## config.mk

```make
export PLATFORM = sky130hd
export DESIGN_NAME = jtcontra_gfx_romarb
export DESIGN_NICKNAME = d
export VERILOG_FILES = /design/src/rtl/jtcontra_gfx_romarb.sv
export SDC_FILE = /design/constraint.sdc
export NUM_CORES = 1
export LEC_CHECK = 0
export ABC_AREA = 1
export CAP_MARGIN = 0
export CELL_PAD_IN_SITES_DETAIL_PLACEMENT = 2
export CELL_PAD_IN_SITES_GLOBAL_PLACEMENT = 2
export CORE_ASPECT_RATIO = 0.75
export CORE_MARGIN = 1
export CORE_UTILIZATION = 27
export CTS_CLUSTER_DIAMETER = 200
export DETAILED_ROUTE_END_ITERATION = 10
export PLACE_DENSITY_LB_ADDON = 0.3
export RECOVER_POWER = 50
export SYNTH_ARGS = -nofsm -noshare
export SYNTH_HDL_FRONTEND = slang
export SYNTH_SLANG_ARGS = --single-unit
```

## constraint.sdc

```tcl
create_clock -name clk -period 2.2 [get_ports clk]
set_clock_uncertainty 0.1 [all_clocks]
set_input_delay 0.22 -clock clk [delete_from_list [all_inputs] [get_ports clk]]
set_output_delay 0.22 -clock clk [all_outputs]
set_load 0.02 [all_outputs]
```

## src/rtl/jtcontra_gfx_romarb.sv

```systemverilog
// Graphics ROM port arbiter: serialises tilemap (scr) and object (obj) fetches
// onto one SDRAM read port, round-robin on ties, with a one-cycle stale-ok guard.
module jtcontra_gfx_romarb #(
   parameter int AW = 18,
   parameter int DW = 16
) (
   input  logic          clk,
   input  logic          rst,
   input  logic          scr_cs,
   input  logic [AW-1:0] scr_addr,
   output logic          scr_ok,
   output logic [DW-1:0] scr_data,
   input  logic          obj_cs,
   input  logic [AW-1:0] obj_addr,
   output logic          obj_ok,
   output logic [DW-1:0] obj_data,
   input  logic [1:0]    gfx_en,
   output logic          rom_cs,
   output logic [AW-1:0] rom_addr,
   input  logic          rom_ok,
   input  logic [DW-1:0] rom_data
);

   typedef enum logic [1:0] {IDLE, GUARD, BUSY} state_t;

   // channel index 0 = scr, 1 = obj
   state_t              state_q, state_d;
   logic [1:0]          cs, set, req, inflight;
   logic [1:0][AW-1:0]  addr;
   logic [1:0]          cs_prev_q, cs_prev_d;
   logic [1:0]          pend_q, pend_d;
   logic [1:0]          ok_q, ok_d;
   logic [1:0][DW-1:0]  data_q, data_d;
   logic [1:0][AW-1:0]  lat_q, lat_d;
   logic                gnt_q, gnt_d;
   logic                pick;
   logic                rom_cs_q, rom_cs_d;
   logic [AW-1:0]       rom_addr_q, rom_addr_d;

   assign cs   = {obj_cs, scr_cs};
   assign addr = {obj_addr, scr_addr};

   always_comb begin
      state_d    = state_q;
      cs_prev_d  = cs;
      pend_d     = pend_q;
      ok_d       = ok_q;
      data_d     = data_q;
      lat_d      = lat_q;
      gnt_d      = gnt_q;
      rom_cs_d   = rom_cs_q;
      rom_addr_d = rom_addr_q;
      set        = '0;
      inflight   = '0;
      req        = pend_q & gfx_en;
      // on a tie, gnt_q holds the last grant so the other channel wins
      pick       = (req == 2'b11) ? ~gnt_q : req[1];

      for (int i = 0; i < 2; i++) begin
         inflight[i] = (state_q != IDLE) && (gnt_q == 1'(i));
         set[i]      = cs[i] && (!cs_prev_q[i] || addr[i] != lat_q[i]);
         if (set[i]) begin
            pend_d[i] = 1'b1;
            ok_d[i]   = 1'b0;
         end else if (!cs[i] && !inflight[i]) begin
            pend_d[i] = 1'b0;
         end
         // disabled channels are answered locally with zeros
         if (pend_q[i] && !gfx_en[i] && !inflight[i]) begin
            pend_d[i] = 1'b0;
            ok_d[i]   = 1'b1;
            data_d[i] = '0;
            lat_d[i]  = addr[i];
         end
      end

      unique case (state_q)
         IDLE: begin
            if (req != 2'b00) begin
               gnt_d        = pick;
               rom_cs_d     = 1'b1;
               rom_addr_d   = addr[pick];
               lat_d[pick]  = addr[pick];
               pend_d[pick] = 1'b1;
               state_d      = GUARD;
            end else begin
               rom_cs_d = 1'b0;
            end
         end
         GUARD: state_d = BUSY;
         BUSY: begin
            if (rom_ok) begin
               rom_cs_d = 1'b0;
               state_d  = IDLE;
               if (cs[gnt_q] && addr[gnt_q] == lat_q[gnt_q]) begin
                  data_d[gnt_q] = rom_data;
                  ok_d[gnt_q]   = 1'b1;
                  pend_d[gnt_q] = 1'b0;
               end else begin
                  pend_d[gnt_q] = set[gnt_q];
               end
            end
         end
         default: state_d = IDLE;
      endcase
   end

   always_ff @(posedge clk) begin
      if (rst) begin
         state_q    <= IDLE;
         cs_prev_q  <= '0;
         pend_q     <= '0;
         ok_q       <= '0;
         data_q     <= '0;
         lat_q      <= '0;
         gnt_q      <= 1'b1;
         rom_cs_q   <= 1'b0;
         rom_addr_q <= '0;
      end else begin
         state_q    <= state_d;
         cs_prev_q  <= cs_prev_d;
         pend_q     <= pend_d;
         ok_q       <= ok_d;
         data_q     <= data_d;
         lat_q      <= lat_d;
         gnt_q      <= gnt_d;
         rom_cs_q   <= rom_cs_d;
         rom_addr_q <= rom_addr_d;
      end
   end

   assign scr_ok   = ok_q[0];
   assign obj_ok   = ok_q[1];
   assign scr_data = data_q[0];
   assign obj_data = data_q[1];
   assign rom_cs   = rom_cs_q;
   assign rom_addr = rom_addr_q;

endmodule
```

==> impl_metrics.json <==
{
  "status": "finished, violations left",
  "violations": "DRC",
  "fill_cells": 1845,
  "slowest_delay_ns": 0.56,
  "pre_cts_ws_ns": -0.2020,
  "clockRootBuffer": "clkbuf_16",
  "p_per_area_nw_per_um2": 695.4,
  "worst_setup_path_start_kind": "input port",
  "critPathRequiredTime_ns": 2.30,
  "clk_latency_ns": 0.35,
  "antenna_found_initial": 0,
  "numPortBuffers": 111,
  "maxSlewHeadroom_pct": 50.52,
  "grt_pass1_vias": 5026,
  "ys_seq_area_share_pct": 42.14,
  "route.detailed.drc": 8,
  "clkTransAtPathRegs_ns": 0.07,
  "num_vias": 4615,
  "hpwlAfterDp_um": 13470,
  "syn-cell-area_sq_um": 4561,
  "ir_drop_mv": 0.3335,
  "ys_ff_latch": 96,
  "async_flop_share_pct": 0,
  "path_max_fanout": 17,
  "worst_path_dominant_cell_family": "simple AND/OR/NAND/NOR gates",
  "whs_ns": 0.1528,
  "netlist_top_cells_area": "dfxtp_1, nand2_1, nand3_1, inv_1, a21oi_1",
  "fp.dieArea_sq_um": 17420,
  "cts_hold_buf": 0,
  "rows": 40,
  "gp_congestion": 0.7701,
  "initial_core_util_pct": 28.04,
  "grt_max_degree": 57,
  "netlist_instances": 618,
  "synth_fp_nets": 677,
  "cp_common_cell": "nand2_1",
  "drive_gt1_share_pct": 15.38,
  "path_buf_inv": 2,
  "ys.flop_type": "dfxtp_1",
  "synth_warnings": 0,
  "synth_edf_count": 0,
  "cap_viol_max_count": 0,
  "hp-class": "in -> reg",
  "synth.top_cell.area_share_pct": 42.14,
  "clock-sinks": 96,
  "max_freq_mhz": 498.4,
  "grt_pass1_wl_um": 27830,
  "dieWidth_um": 152.1,
  "routedWlPerCell_um": 18.21,
  "grt_usage_pct": 20.87,
  "drtIter0Drc": 163,
  "htree_levels": 3,
  "synthToLayoutAreaGrowth_pct": 39.34,
  "final_util_pct": 39.07,
  "firstDrtPassIters": 7,
  "die_height_um": 114.6,
  "fin_ws_ns": 0.1937,
  "min_period_ns": 2.006,
  "syn_avg_cell_area_sq_um": 7.380,
  "worst-setup-path-type": "in -> reg",
  "cp-end-kind": "flip-flop",
  "ys_types": 32,
  "diodes": 0,
  "routed_wl_um": 17560,
  "critPathArrivalTime_ns": 2.10,
  "fin_nets": 808,
  "crit_chain": "clkdlybuf4s50_1, inv_1, nand2_1, nand2_1, nor2_1, nand2_1, nor2_4, nand4_2, nand2_4, nand2_4, nand3_1, a21oi_1",
  "hold_violations": 0,
  "via_per_inst": 4.787,
  "tightest_slew_ns": 0.7421,
  "setup_viol": 0,
  "cts_buffer_depth": 2,
  "rsz0062_at_grt": "false",
  "antenna_left": 0,
  "overflow": 0,
  "slew_viol_final": 0,
  "final.period_utilization_pct": 91.20,
  "cts_tree": "built",
  "p_leak_nw": 2.657,
  "tns_ns": 0,
  "slowest_stage": "clkdlybuf4s50_1",
  "cts_made_buffers": 9,
  "yosysTopAreaCell": "dfxtp_1",
  "ioPinCount": 112,
  "coreArea_sq_um": 16270,
  "power.total_mw": 4.419
}
==> cell usage after synthesis (5+ instances only) <==
cell type	instances
nor2_2	5
o21ai_1	13
buf_2	8
a21oi_1	41
nand2_1	149
xor2_1	5
xnor2_1	6
nand3_2	20
o21ai_0	26
nand4_1	5
clkbuf_1	13
dfxtp_1	96
inv_1	64
nor2_1	48
a21oi_2	21
nand3_1	49
inv_2	7
a31oi_1	18
==> layer usage <==
metal | GRT usage [%] | vias up | part of all wire [%]
li1 | - | 2257 | -
met1 | 27.27 | 2297 | 48
met5 | 0 | - | 0
met3 | 4.391 | 11 | 2.9
met4 | 4.150 | 0 | 0.75
met2 | 35.68 | 50 | 48
==> cells by family (layout without fill, tap and decap cells) <==
kind of cell	count (synthesis)	after routing	share of synthesized area [%]
buffers and inverters	103	239	9.986
AO/OA/AOI/OAI	120	120	15.45
AND/OR/NAND/NOR	288	288	30.32
XOR/XNOR	11	11	2.112
flip-flops	96	96	42.14
==> worst reg2reg max path: stages, from the launching register on <==
cell	delay, ns
dfxtp_1	0.36
nor2_1	0.34
nand2_1	0.13
a21oi_1	0.27
a21oi_2	0.05
clkbuf_4	0.29
o21ai_0	0.27
a21oi_1	0.07
==> flip-flops by register name, indices dropped and copies added, names as in the netlist <==
register / count
rom_cs: 1
rom_addr: 18
gnt_q: 1
cs_prev_q: 2
scr_data: 16
lat_q: 36
state_q: 2
pend_q: 2
obj_data: 16
ok_q: 2
==> placed cells by master (no fill, tap or decap), types with 3 or more instances in the layout <==
master / count
a31oi_1: 18
inv_2: 6
o21ai_1: 13
xnor2_1: 6
a21oi_2: 21
o21ai_0: 26
a21oi_1: 41
nand2_1: 149
dfxtp_1: 96
nand3_1: 49
xor2_1: 5
nand4_1: 5
dlygate4sd3_1: 53
buf_4: 34
nor2_1: 49
nand2_4: 4
nand3_2: 20
clkbuf_16: 9
nor2_2: 3
clkdlybuf4s50_1: 57
inv_1: 64
==> path summary, 6_finish.rpt <==
path / from / to / slack, ns / cells after the start
max: scr_addr[4] / obj_data[3] / 0.19 / 12
max reg2reg: state_q[1] / lat_q[1] / 0.21 / 7
min: rst / gnt_q / 0.15 / 3
min reg2reg: obj_data[5] / obj_data[5] / 0.38 / 2
==> area by class of cell <==
class,count,area (sq um),area share [%]
multi-input cells,419,2186,34.40
flip-flops and latches,96,1922,30.24
repair buffers,150,1401,22.05
inverters,73,276.5,4.351
well taps,210,262.8,4.135
clock buffers,10,239.0,3.761
clock inverters,6,67.56,1.063
==> metrics by stage <==
stage               area, sq um  instances
floorplan                  4561        618
global placement           6068        948
detailed placement         6068        948
CTS                        6375        964
global route               6355        964
finish                     6355        964
==> power breakdown <==
part	internal (mW)	total [mW]	leakage [nW]	switching (mW)
registers	1.86	1.94	0.783	0.0791
clock network	0.917	1.64	0.145	0.727
logic	0.332	0.832	1.73	0.501
==> timing repair <==
| item | CTS | global route |
|---|---|---|
| buffers inserted | 0 | 0 |
| gates resized for setup | 0 | 1 |
| endpoints found under the setup margin | 0 | 1 |
(Power assumes the default switching activity.)
